==> config.mk <==
export PLATFORM = sky130hd
export DESIGN_NAME = ahb_slave_responder
export DESIGN_NICKNAME = d
export VERILOG_FILES = /design/src/rtl/integration_pkg.sv /design/src/rtl/ahb_byte_mem.sv /design/src/rtl/ahb_slave_responder.sv
export SDC_FILE = /design/constraint.sdc
export NUM_CORES = 1
export LEC_CHECK = 0
export CORE_UTILIZATION = 48
export CTS_BUF_LIST = sky130_fd_sc_hd__clkbuf_2
export DETAILED_ROUTE_END_ITERATION = 8
export DONT_BUFFER_PORTS = 1
export SYNTH_ARGS = -nofsm -noshare
export SYNTH_HDL_FRONTEND = slang
export SYNTH_SLANG_ARGS = --single-unit
==> constraint.sdc <==
create_clock -name HCLK -period 2.7 [get_ports HCLK]
set_input_delay 0.54 -clock HCLK [delete_from_list [all_inputs] [get_ports HCLK]]
set_output_delay 0.54 -clock HCLK [all_outputs]
set_load 0.1 [all_outputs]
==> src/rtl/integration_pkg.sv <==
// integration_pkg: shared AHB-lite types, slave address map and responder FSM state encoding.
// Provides transfer_t, rw_t, size_t, resp_t, burst_t, MAX_SLAVE, slave_low_address/slave_high_address,
// ahb_resp_state_t with its S_* constants, and lane_mask() for little-endian byte-lane selection.
package integration_pkg;
   typedef enum logic [1:0] {IDLE = 2'd0, BUSY = 2'd1, NONSEQ = 2'd2, SEQ = 2'd3} transfer_t;
   typedef enum logic {READ = 1'b0, WRITE = 1'b1} rw_t;
   typedef enum logic [2:0] {BYTE = 3'd0, HALFWORD = 3'd1, WORD = 3'd2, DWORD = 3'd3,
                             W128 = 3'd4, W256 = 3'd5, W512 = 3'd6, W1024 = 3'd7} size_t;
   typedef enum logic [1:0] {OKAY = 2'd0, ERROR = 2'd1, RETRY = 2'd2, SPLIT = 2'd3} resp_t;
   typedef enum logic [2:0] {SINGLE, INCR, WRAP4, INCR4, WRAP8, INCR8, WRAP16, INCR16} burst_t;
   localparam int MAX_SLAVE = 4;
   localparam logic [31:0] slave_low_address [MAX_SLAVE] = '{32'd0, 32'd32, 32'd64, 32'd96};
   localparam logic [31:0] slave_high_address [MAX_SLAVE] = '{32'd31, 32'd63, 32'd95, 32'd127};
   typedef logic [1:0] ahb_resp_state_t;
   localparam ahb_resp_state_t S_IDLE = 2'd0;
   localparam ahb_resp_state_t S_WAIT = 2'd1;
   localparam ahb_resp_state_t S_ERR1 = 2'd2;
   localparam ahb_resp_state_t S_ERR2 = 2'd3;
   function automatic logic [3:0] lane_mask(input logic [2:0] size, input logic [1:0] a);
      return size == BYTE ? 4'b0001 << a : size == HALFWORD ? 4'b0011 << {a[1], 1'b0} : 4'b1111;
   endfunction
endpackage

==> src/rtl/ahb_byte_mem.sv <==
// ahb_byte_mem: MEM_WORDS x 32 storage with per-byte write enables and asynchronous read.
// Ports: clk, rst (sync, clears all words), we[3:0] byte enables, addr word index, wdata, rdata.
module ahb_byte_mem #(
   parameter int MEM_WORDS = 8,
   parameter int IW = 3
) (
   input  logic          clk,
   input  logic          rst,
   input  logic [3:0]    we,
   input  logic [IW-1:0] addr,
   input  logic [31:0]   wdata,
   output logic [31:0]   rdata
);
   logic [31:0] mem [MEM_WORDS];
   always_ff @(posedge clk)
      if (rst)
         for (int i = 0; i < MEM_WORDS; i++) mem[i] <= '0;
      else
         for (int b = 0; b < 4; b++)
            if (we[b]) mem[addr][8*b +: 8] <= wdata[8*b +: 8];
   assign rdata = mem[addr];
endmodule

==> src/rtl/ahb_slave_responder.sv <==
// ahb_slave_responder: AHB-lite memory slave with configurable wait states and two-cycle ERROR response.
// Ports: HCLK/HRESET (sync, active-high), HSEL/HADDR/HTRANS/HWRITE/HSIZE/HBURST/HREADY address phase,
// HWDATA write data, HREADYOUT/HRESP/HRDATA slave response.
module ahb_slave_responder
   import integration_pkg::*;
#(
   parameter int SLAVE_ID = 0,
   parameter int WAIT_STATES = 0,
   parameter int MEM_WORDS = 8
) (
   input  logic        HCLK,
   input  logic        HRESET,
   input  logic        HSEL,
   input  logic [31:0] HADDR,
   input  logic [1:0]  HTRANS,
   input  logic        HWRITE,
   input  logic [2:0]  HSIZE,
   input  logic [2:0]  HBURST,
   input  logic [31:0] HWDATA,
   input  logic        HREADY,
   output logic        HREADYOUT,
   output logic [1:0]  HRESP,
   output logic [31:0] HRDATA
);
   localparam int IW = MEM_WORDS > 1 ? $clog2(MEM_WORDS) : 1;
   localparam logic [31:0] LO = slave_low_address[SLAVE_ID];
   localparam logic [31:0] HI = slave_high_address[SLAVE_ID];
   ahb_resp_state_t state;
   logic [3:0]  cnt;
   logic        act, a_write, acc, err, done, unused;
   logic [2:0]  a_size;
   logic [31:0] a_addr, off_in, off_reg, rdata;
   logic [3:0]  we;
   // HTRANS[1] set means NONSEQ or SEQ
   assign acc = HSEL && HREADY && HREADYOUT && HTRANS[1];
   assign off_in = HADDR - LO;
   assign err = HADDR < LO || HADDR > HI || HSIZE > WORD ||
                (HSIZE == HALFWORD && HADDR[0]) || (HSIZE == WORD && |HADDR[1:0]) ||
                (off_in >> 2) >= 32'(MEM_WORDS);
   // act marks an accepted OKAY transfer; it completes in the first S_IDLE cycle after acceptance/waits
   assign done = state == S_IDLE && act;
   assign off_reg = a_addr - LO;
   assign we = done && a_write ? lane_mask(a_size, a_addr[1:0]) : 4'b0;
   assign HREADYOUT = state == S_IDLE || state == S_ERR2;
   assign HRESP = state == S_ERR1 || state == S_ERR2 ? ERROR : OKAY;
   assign HRDATA = done && !a_write ? rdata : 32'd0;
   assign unused = ^{HBURST, off_reg};
   always_ff @(posedge HCLK)
      if (HRESET) begin
         state <= S_IDLE;
         cnt <= '0;
         act <= 1'b0;
         a_addr <= '0;
         a_write <= 1'b0;
         a_size <= '0;
      end else if (HREADYOUT) begin
         act <= acc && !err;
         cnt <= acc && !err ? 4'(WAIT_STATES) : 4'd0;
         state <= !acc ? S_IDLE : err ? S_ERR1 : WAIT_STATES > 0 ? S_WAIT : S_IDLE;
         if (acc) begin
            a_addr <= HADDR;
            a_write <= HWRITE;
            a_size <= HSIZE;
         end
      end else if (state == S_WAIT) begin
         cnt <= cnt - 4'd1;
         if (cnt == 4'd1) state <= S_IDLE;
      end else
         state <= S_ERR2;
   ahb_byte_mem #(.MEM_WORDS(MEM_WORDS), .IW(IW)) u_mem (
      .clk(HCLK),
      .rst(HRESET),
      .we(we),
      .addr(off_reg[IW+1:2]),
      .wdata(HWDATA),
      .rdata(rdata)
   );
endmodule

=== After elaboration in Yosys (flattened, before gate mapping) ===
Memories as Yosys holds them, arrays and structs flattened. A register that Yosys moved wholly into a read port is not among the register bits.
Cells that the tools add are included.

* Flip-flop bits (word level): 16
* Bits in writable memories: 256
* Bits of input ports: 77
* Output and inout port bits: 35
* Memories kept: 1

* Add/subtract/negate cells: 1
* Magnitude comparators: 4
* Equal/unequal tests: 8
* Shifts and indexed selects: 2
* Multiplexer cells: 29
* Reduce and logical (&&, ||, !) cells: 24

{| class="wikitable"
|+ Memory list
! name !! depth !! width !! rd ports !! clocked after memory_dff !! write ports !! RTL line !! RTL
|-
| u_mem.mem || 8 || 32 || 1 || 1 || 8 || ahb_byte_mem.sv:14 || <nowiki>logic [31:0] mem [MEM_WORDS];</nowiki>
|}

{| class="wikitable"
|+ Operator list
! kind !! number
|-
| 32-bit two-way mux || 2
|-
| 32-bit by 5-bit greater-than comparator with 1-bit output (second input constant) || 1
|-
| 32-bit by 1-bit less-than comparator with 1-bit output (second input constant) || 1
|-
| 32-bit OR reduction || 1
|-
| 30-bit by 4-bit greater-or-equal comparator with 1-bit output (second input constant) || 1
|-
| 4-bit two-way mux || 4
|-
| 1-bit two-way mux || 15
|-
| 2-bit two-way mux || 5
|-
| 1-bit logical AND || 9
|-
| 3-bit two-way mux || 3
|-
| 1-bit logical OR || 7
|-
| 3-bit by 1-bit equality test with 1-bit output (second input constant) || 2
|-
| 2-bit equality test (second input constant) || 2
|-
| 4-bit by 1-bit equality test with 1-bit output (second input constant) || 1
|-
| 2-bit OR reduction || 2
|-
| 1-bit by 2-bit left shift with 4-bit output (first input constant) || 1
|-
| 2-bit by 2-bit left shift with 4-bit output (first input constant) || 1
|-
| 4-bit by 1-bit subtractor with 4-bit output (second input constant) || 1
|-
| 3-bit by 2-bit equality test with 1-bit output (second input constant) || 1
|-
| 3-bit by 2-bit greater-than comparator with 1-bit output (second input constant) || 1
|-
| 3-bit zero test || 1
|-
| 3-bit by 2-bit != test with 1-bit output (second input constant) || 1
|-
| 2-bit by 1-bit equality test with 1-bit output (second input constant) || 1
|-
| 1-bit zero test || 2
|-
| other kinds (2) || 2
|}

=== Longest topological paths before layout ===
Gate-level depths: netlist of run 1.

* Depth in word-level cells: 9
* Depth in mapped cells: 8

=== Hierarchy ===
A second synthesis of run 1 with hierarchy kept.

* Cell total of the unflattened synthesis: 887
* Area, all modules: 12,802.3 sq um

{| class="wikitable"
|+ Modules (own cells, without submodules)
! module !! instances !! cells an instance !! area an instance (sq um) !! seq. area each (sq um)
|-
| ahb_byte_mem || 1 || 745 || 11,726.2 || 7,687.4
|-
| ahb_slave_responder || 1 || 142 || 1,076.0 || 320.3
|}

=== Worst setup path after synthesis of run 1 ===
No wires, ideal clock.

* Path type: flip-flop to output port
* Start: register (tool-made name)
* End: output port HRDATA[10]
* Data arrival time: 2.508 ns
* Path slack: -0.348 ns
* Cell stages (with the launch flop): 6
* Cell sequence: dfxtp_1 -> clkbuf_1 -> clkbuf_1 -> mux4_2 -> mux2i_1 -> nor2_1

{| class="wikitable"
|+ RTL lines
! what !! RTL line !! RTL
|-
| end, declared || ahb_slave_responder.sv:23 || <nowiki>output logic [31:0] HRDATA</nowiki>
|}

==> run_results.csv, run 1 <==
group,metric,value,unit
critical_path,path_cells,"buf_4 > clkbuf_16 > mux4_2 > mux2i_1 > nor2_2 > buf_12",
final_layout,layout-drive-gt1-share,0.3217,
routing,drt_iter0_drc,522,
synth,ys_async_sr_fraction,0,
critical_path,cp-end-kind,"primary output",
routing,drcViolationCount,6,
sta,maxSlewHeadroom,0.5351,
critical_path,critPathKind,"flop to primary output",
critical_path,cp-start-kind,"flop",
sta,tns,-8.313,ns
clock_network,cts-buffers-inserted,70,
synth,synth_ff_type,"edfxtp_1",
clock_network,clock-sinks,275,
routing,dr.pass1.iters,6,
global_route,overflow,0,
power_and_ir_drop,p_per_area,535.1,nW/um2
critical_path,crit_arrival,2.48,ns
clock_network,clkTransAtPathRegs,0.11,ns
routing,totalWireLength,29.38,mm
sta,finalSetupViolCount,32,
clock_network,clockBufferDepth,3,
floorplanning,core-area,26130,um2
synth,synth_fa_ha_area_frac,0.005862,
sta,final.period_utilization,1.117,
clock_network,htreeDepth,3,
routing,vias,7564,
outcome,violations,"design-rule violations, negative setup slack",
synth,yosysSeqAreaShare,0.6299,
job,cap_violations,0,
min_path,min_path_type,"primary input to flop",
sta,worst_clock_skew,0.04298,ns
global_route,grt_usage,0.2239,
power_and_ir_drop,leakage,5.635,nW
synth,synth_top_family_by_area,"simple AND/OR/NAND/NOR gates",
sta,max_freq,0.3316,GHz
critical_path,cp_max_fo,6,
clock_network,cts-root-buf,"clkbuf_2",
synth,ys.warnings.count,0,
synth,synth_nets,932,
floorplanning,fp.dieH,165.3,um
global_route,antenna_found_initial,2,
floorplanning,die_area,27340,um2
clock_network,clkLatencyLatePin,0.80,ns
routing,routedWlPerCell,21.07,um
synth,synthSimpleGateAreaFrac,0.1975,
sta,worstMarginPinSlew,0.6948,ns
final_layout,nets,1090,
synth,synth_area,12810,um2
floorplanning,top_level_ports,112,
sta,hold_viol_final,0,
global_route,grt_pass1_wl,44.73,mm
sta,fin_ws,-0.3161,ns
sta,slew_violations,0,
final_layout,finish.utilization,0.5880,
synth,synth-xor-area-share,0.002052,
sta,rsz0062_at_grt,"yes",
routing,antenna_left,0,
routing,drt-vias-per-instance,5.426,
sta,whs,0.1076,ns
placed_design,io_buffers,0,
floorplanning,start_util,0.4901,
global_route,grt_pass1_vias,8226,
synth,synth_seq_cells,275,
outcome,outcome,"complete, but fails checks",
final_layout,most-common-layout-cells,"and2_1 (256), edfxtp_1 (256), clkbuf_2 (106), mux4_2 (64), dlygate4sd3_1 (45)",
critical_path,required,2.16,ns
placed_design,place_hpwl,18.77,mm
floorplanning,num_rows,59,
sta,min_period,3.016,ns
critical_path,slowest_delay,0.51,ns
synth,yosysUniqueCellTypes,40,
power_and_ir_drop,ir_worst_vdd,0.0002526,V
synth,synth_compound_area_frac,0.01104,
synth,avgSynthCellArea,15.09,um2
synth,synthCells,849,
clock_network,cts_tree,"built",
placed_design,gp_congestion,0.7367,
synth,synth-edff-count,256,
synth,synth.area.mux_share,0.1383,
global_route,grt_max_degree,35,
floorplanning,die_x,165.3,um
critical_path,cp_slowest_cell,"mux4_2",
final_layout,area_growth,19.97,%
## per-layer routing
metal | wire (um) | part of all wire | vias to the layer above | track usage
met3 | 1747 | 0.059 | 57 | 0.04770
li1 | - | - | 3490 | -
met5 | 0 | 0 | - | 0
met2 | 15230 | 0.52 | 259 | 0.3859
met1 | 11610 | 0.40 | 3758 | 0.2741
met4 | 789 | 0.027 | 0 | 0.09050
## metrics by stage
stage	setup WS (ns)	std cells	total power [mW]	cell area (um2)
final	-0.3161	1394	8.222	15360
after global routing	-0.4488	1394	8.549	15360
after CTS	-0.3924	1389	8.286	15280
after detailed placement	0.2826	1218	5.459	14070
after global placement	0.3142	1218	5.431	14070
after floorplan	0.08665	849	5.316	12890
## worst max-delay path: cells and delay by family (launching register included)
| kind | cells | cell delay [ns] |
|---|---|---|
| flops | 1 | 0.44 |
| simple gates | 1 | 0.07 |
| mux | 2 | 0.69 |
| buf+inv | 3 | 0.49 |
## cell families (layout without fill, tap and decap cells)
| group | after synthesis | after routing |
|---|---|---|
| fa+ha+maj | 6 | 6 |
| xor+xnor | 3 | 3 |
| other cells | 1 | 3 |
| simple gates | 406 | 406 |
| flops | 275 | 275 |
| mux | 97 | 97 |
| compound gates | 21 | 21 |
| buf+inv | 40 | 248 |
## power breakdown
part | internal [mW] | switching [mW]
Clock | 1.13 | 1.61
Sequential | 4.77 | 0.0542
Combinational | 0.264 | 0.388
## area by class of cell
type                            count  area, um2
Fill cell                        2075      10770
Sequential cell                   275       8074
Multi-Input combinational cell    534       4653
Timing Repair Buffer              119       1567
Clock buffer                      106      530.5
Tap cell                          335      419.2
Clock inverter                     16      90.09
Inverter                            7      26.28
Antenna cell                        2      5.005
## flip-flops by register name (all words and copies together) (netlist names), named ones only
register,flops
a_addr,5
a_size,3
a_write,1
act,1
cnt,4
state,2
u_mem.mem,256
## synthesized netlist by cell type (5+ instances only)
library cell | n | area (um2)
and2_1 | 256 | 1602
edfxtp_1 | 256 | 7687
mux4_2 | 64 | 1441
nor2_1 | 56 | 210.2
mux2i_1 | 33 | 330.3
or2_2 | 29 | 181.4
nand2_1 | 21 | 78.83
dfxtp_1 | 19 | 380.4
clkbuf_1 | 17 | 63.81
a21oi_1 | 11 | 55.05
nor3_4 | 10 | 162.7
buf_2 | 9 | 45.04
inv_1 | 7 | 26.28
nor4_1 | 7 | 43.79
ha_1 | 6 | 75.07
nand2b_1 | 5 | 31.28
## path summary, 6_finish.rpt
path / cells after the start / start / to / slack [ns]
worst max register to register: 6 / state[1] / u_mem.mem[1][16] / 0.27
worst min register to register: 2 / a_size[1] / a_size[1] / 0.47
worst max-delay path: 6 / flop / HRDATA[26] / -0.32
worst min-delay path: 4 / HADDR[25] / act / 0.11
## timing repair
action,CTS,global route
endpoints found under the setup margin,32,33
pin swaps,2,4
hold buffers,45,0
endpoints found under the hold margin,275,0
buffers inserted,2,2
gates cloned,2,1
gates resized for setup,18,9
Note: power is estimated with default switching activity, not from simulation.
==> run 2: changes to the inputs <==
HOLD_SLACK_MARGIN = 0.12   (was not set)
==> run_results.csv, run 2 (synthesis results as in run 1) <==
group,metric,value,unit
final_layout,area_growth,20.94,%
clock_network,cts-root-buf,"clkbuf_2",
sta,tns,-8.605,ns
routing,drcViolationCount,12,
global_route,overflow,0,
final_layout,nets,1100,
clock_network,clock-sinks,275,
sta,whs,0.2152,ns
critical_path,crit_arrival,2.49,ns
final_layout,largest-register,"u_mem.mem",
clock_network,clkTransAtPathRegs,0.11,ns
critical_path,cp-end-kind,"primary output",
final_layout,most-common-layout-cells,"and2_1 (256), edfxtp_1 (256), clkbuf_2 (106), mux4_2 (64), dlygate4sd3_1 (54)",
clock_network,htreeDepth,3,
sta,hold_viol_final,0,
power_and_ir_drop,p_per_area,532.4,nW/um2
placed_design,dpl_worst_slack,0.2826,ns
power_and_ir_drop,leakage,5.699,nW
floorplanning,start_util,0.4901,
outcome,outcome,"complete, but fails checks",
final_layout,layout-drive-gt1-share,0.3224,
clock_network,cts_tree,"built",
global_route,grt_pass1_vias,8292,
clock_network,cts-buffers-inserted,70,
final_layout,largest_registers,"u_mem.mem: 256 flops, a_addr: 5 flops, cnt: 4 flops",
sta,maxSlewHeadroom,0.5363,
final_layout,final.fill_count,2053,
floorplanning,num_rows,59,
critical_path,r2r_slack,0.22,ns
routing,vias,7653,
clock_network,clockBufferDepth,3,
sta,min_period,3.028,ns
clock_network,clkLatencyLatePin,0.80,ns
critical_path,cp-start-kind,"flop",
sta,fin_ws,-0.3276,ns
routing,totalWireLength,29.75,mm
critical_path,cp_max_fo,6,
routing,dr.pass1.iters,7,
final_layout,final-seq-area,8074,um2
routing,drt_iter0_drc,519,
final_layout,postLayoutCellArea,15490,um2
floorplanning,top_level_ports,112,
critical_path,reg2reg_from,"state[1]",
routing,antenna_left,0,
critical_path,worstRegToRegCells,6,
global_route,grt_usage,0.2272,
placed_design,dpl-instance-area,14070,um2
routing,routedWlPerCell,21.17,um
critical_path,critPathKind,"flop to primary output",
job,cap_violations,0,
placed_design,place_hpwl,18.77,mm
sta,worst_clock_skew,0.04363,ns
global_route,antenna_found_initial,3,
sta,final.period_utilization,1.121,
floorplanning,core-area,26130,um2
floorplanning,fp.dieH,165.3,um
critical_path,required,2.16,ns
global_route,grt_max_degree,40,
sta,worstMarginPinSlew,0.6931,ns
global_route,grt_pass1_wl,45.35,mm
outcome,violations,"design-rule violations, negative setup slack",
floorplanning,die_area,27340,um2
power_and_ir_drop,ir_worst_vdd,0.0002549,V
sta,rsz0062_at_grt,"yes",
final_layout,multiInputGateArea,4664,um2
critical_path,r2r_end,"u_mem.mem[1][16]",
critical_path,endpoint,"HRDATA[26]",
routing,drt-vias-per-instance,5.447,
placed_design,gp_congestion,0.7367,
floorplanning,die_x,165.3,um
sta,finalSetupViolCount,32,
final_layout,largest_register_ffs,256,
min_path,min_path_type,"primary input to flop",
sta,slew_violations,0,
final_layout,finish.utilization,0.5927,
placed_design,io_buffers,0,
sta,max_freq,0.3303,GHz
min_path,worstHoldStart,"HREADY",
[run 2: per-layer routing]
layer	track usage	routed length, um
met2	0.3933	15470
met3	0.04845	1705
met1	0.2785	11810
met4	0.08719	759
met5	0	0
[run 2: how the worst min path moves through the flow]
stage | endpoint | slack (ns) | cells past startpoint
3_3_place_gp | a_size[1] | 0.44 | 2
2_1_floorplan | a_size[1] | 0.44 | 2
5_1_grt | u_mem.mem[4][18] | 0.18 | 1
4_1_cts | act | 0.12 | 4
3_5_place_dp | a_size[0] | 0.45 | 2
6_report | a_addr[1] | 0.22 | 3
[run 2: repair_timing]
item	CTS	global route
gates resized for setup	18	12
endpoints found under the hold margin	451	0
pin swaps	2	5
gates cloned	2	1
hold buffers	55	0
buffers inserted	2	2
setup endpoints to repair	32	38
[run 2: worst max-delay path, stage by stage (launching register included)]
cell	delay, ns
dfxtp_4	0.44
buf_4	0.16
clkbuf_16	0.16
mux4_2	0.51
mux2i_1	0.18
nor2_2	0.07
buf_12	0.17
[run 2: metrics by stage]
stage,instances,power [mW]
3_5_place_dp,1218,5.459
6_report,1405,8.247
5_1_grt,1404,8.570
4_1_cts,1399,8.303
2_1_floorplan,849,5.316
3_3_place_gp,1218,5.431
[run 2: power by group]
part | switching (mW) | total (mW) | internal [mW]
Clock | 1.62 | 2.75 | 1.13
Sequential | 0.0547 | 4.83 | 4.77
Combinational | 0.398 | 0.672 | 0.274
Total | 2.07 | 8.25 | 6.18
[run 2: cell type report]
| type | instances | area share |
|---|---|---|
| well taps | 335 | 0.02706 |
| diodes | 3 | 0.0004847 |
| clock inverters | 16 | 0.005816 |
| flip-flops and latches | 275 | 0.5213 |
| repair buffers | 129 | 0.1082 |
| clock buffers | 106 | 0.03425 |
| multi-input cells | 534 | 0.3012 |
| inverters | 7 | 0.001696 |
==> run 3: changes to the inputs <==
CORE_ASPECT_RATIO = 1.75   (was not set)
CORE_MARGIN = 2   (was not set)
PLACE_DENSITY = 0.62   (was not set)
==> run_results.csv, run 3 (synthesis results as in run 1) <==
group,metric,value,unit
critical_path,crit_arrival,2.57,ns
critical_path,required,2.16,ns
routing,dr.pass1.iters,5,
global_route,grt_usage,0.2231,
critical_path,critPathKind,"flop to primary output",
global_route,grt_pass1_wl,46.50,mm
global_route,overflow,0,
global_route,antenna_found_initial,1,
power_and_ir_drop,ir_worst_vdd,0.0003814,V
floorplanning,start_util,0.4853,
clock_network,clkTransAtPathRegs,0.12,ns
clock_network,clkLatencyLatePin,0.91,ns
sta,min_period,3.109,ns
routing,totalWireLength,30.32,mm
sta,worstMarginPinSlew,0.7015,ns
final_layout,finish.utilization,0.5925,
critical_path,cp-start-kind,"flop",
critical_path,cp-end-kind,"primary output",
routing,routedWlPerCell,21.83,um
clock_network,cts_tree,"built",
final_layout,final.fill_count,2012,
routing,drt-vias-per-instance,5.483,
clock_network,clock-sinks,275,
final_layout,largest_register_ffs,256,
final_layout,postLayoutCellArea,15640,um2
final_layout,largest-register,"u_mem.mem",
sta,maxSlewHeadroom,0.5306,
final_layout,area_growth,22.10,%
sta,max_freq,0.3216,GHz
placed_design,dpl-instance-area,14170,um2
min_path,min_path_type,"primary input to flop",
floorplanning,fp.dieH,220.1,um
sta,fin_ws,-0.4093,ns
routing,antenna_left,0,
outcome,outcome,"complete, but fails checks",
sta,final.period_utilization,1.152,
final_layout,nets,1101,
final_layout,most-common-layout-cells,"and2_1 (256), edfxtp_1 (256), clkbuf_2 (73), mux4_2 (64), dlygate4sd3_1 (56)",
job,cap_violations,0,
sta,slew_violations,0,
routing,drcViolationCount,0,
clock_network,cts-root-buf,"clkbuf_2",
sta,finalSetupViolCount,32,
clock_network,htreeDepth,2,
power_and_ir_drop,finalPower,7.976,mW
floorplanning,num_rows,79,
critical_path,cp_max_fo,7,
floorplanning,top_level_ports,112,
critical_path,cp_slowest_cell,"mux4_2",
critical_path,path_cells,"buf_12 > buf_16 > mux4_2 > mux2i_1 > nor2_2 > buf_12",
global_route,grt.busiest_layer,"met2",
final_layout,final-seq-area,8077,um2
floorplanning,die_area,28060,um2
global_route,grt_pass1_vias,8419,
clock_network,cts-buffers-inserted,57,
routing,drt_iter0_drc,409,
global_route,grt_max_degree,43,
global_route,met2_usage,0.4503,
power_and_ir_drop,p_per_area,510.1,nW/um2
placed_design,place_hpwl,21.07,mm
placed_design,io_buffers,0,
placed_design,gp_congestion,0.8096,
clock_network,clockBufferDepth,3,
global_route,use_met1,0.2216,
floorplanning,die_x,127.5,um
final_layout,largest_registers,"u_mem.mem: 256 flops, a_addr: 5 flops, cnt: 4 flops",
final_layout,multiInputGateArea,4736,um2
global_route,grt_use_met3,0.03447,
sta,hold_viol_final,0,
sta,worst_clock_skew,0.06678,ns
critical_path,slowest_delay,0.52,ns
final_layout,layout-drive-gt1-share,0.3083,
critical_path,path_common_cell,"buf_12",
routing,vias,7616,
sta,rsz0062_at_grt,"yes",
power_and_ir_drop,leakage,5.656,nW
outcome,violations,"negative setup slack",
placed_design,dpl_worst_slack,0.2461,ns
floorplanning,core-area,26390,um2
-- run 3: path summary, 6_finish.rpt --
check	start	end	slack, ns	cells past startpoint
worst max-delay path	flop	HRDATA[21]	-0.41	6
worst min-delay path	HRESET	u_mem.mem[4][5]	0.22	1
worst max register to register	state[1]	u_mem.mem[1][28]	0.20	6
worst min register to register	a_size[2]	a_size[2]	0.47	2
-- run 3: layer usage --
metal	wire (um)	part of all wire	vias to the layer above
li1	-	-	3510
met1	9998	0.33	3825
met2	18050	0.60	215
met3	1307	0.043	66
met4	962	0.032	0
met5	0	0	-
-- run 3: power by group --
part / leakage (nW) / internal (mW) / total [mW] / switching (mW)
sequential: 2.80 / 4.77 / 4.83 / 0.0584
combinational: 2.48 / 0.310 / 0.720 / 0.410
clock: 0.373 / 0.851 / 2.42 / 1.57
total: 5.66 / 5.94 / 7.98 / 2.04
-- run 3: per-stage QoR --
step	instances	hold slack, ns	setup TNS [ns]
5_1_grt	1389	0.2195	-15.80
3_3_place_gp	1213	0.4405	0
3_5_place_dp	1213	0.4423	0
2_1_floorplan	849	0.4363	0
4_1_cts	1384	0.1432	-14.31
6_report	1389	0.2224	-11.39
-- run 3: cell type report --
type                            count  share of cell area
Inverter                            7            0.001680
Multi-Input combinational cell    534              0.3028
Clock inverter                     32            0.009602
Timing Repair Buffer              143              0.1199
Antenna cell                        1           0.0001600
Tap cell                          324             0.02592
Sequential cell                   275              0.5165
Clock buffer                       73             0.02336
-- run 3: critical path: cells and delay by family, from the launching register on --
kind	cells	cell delay, ns
buffers and inverters	3	0.49
and+or+nand+nor	1	0.09
DFF	1	0.40
muxes	2	0.73
-- run 3: what timing repair did --
item                                    in CTS  in global routing
hold buffers                                58                  0
gates cloned                                 3                  3
resized for setup                           22                 14
endpoints found under the setup margin      34                 34
buffers inserted                             6                  2
endpoints found under the hold margin      506                  0
pin swaps                                    1                  3
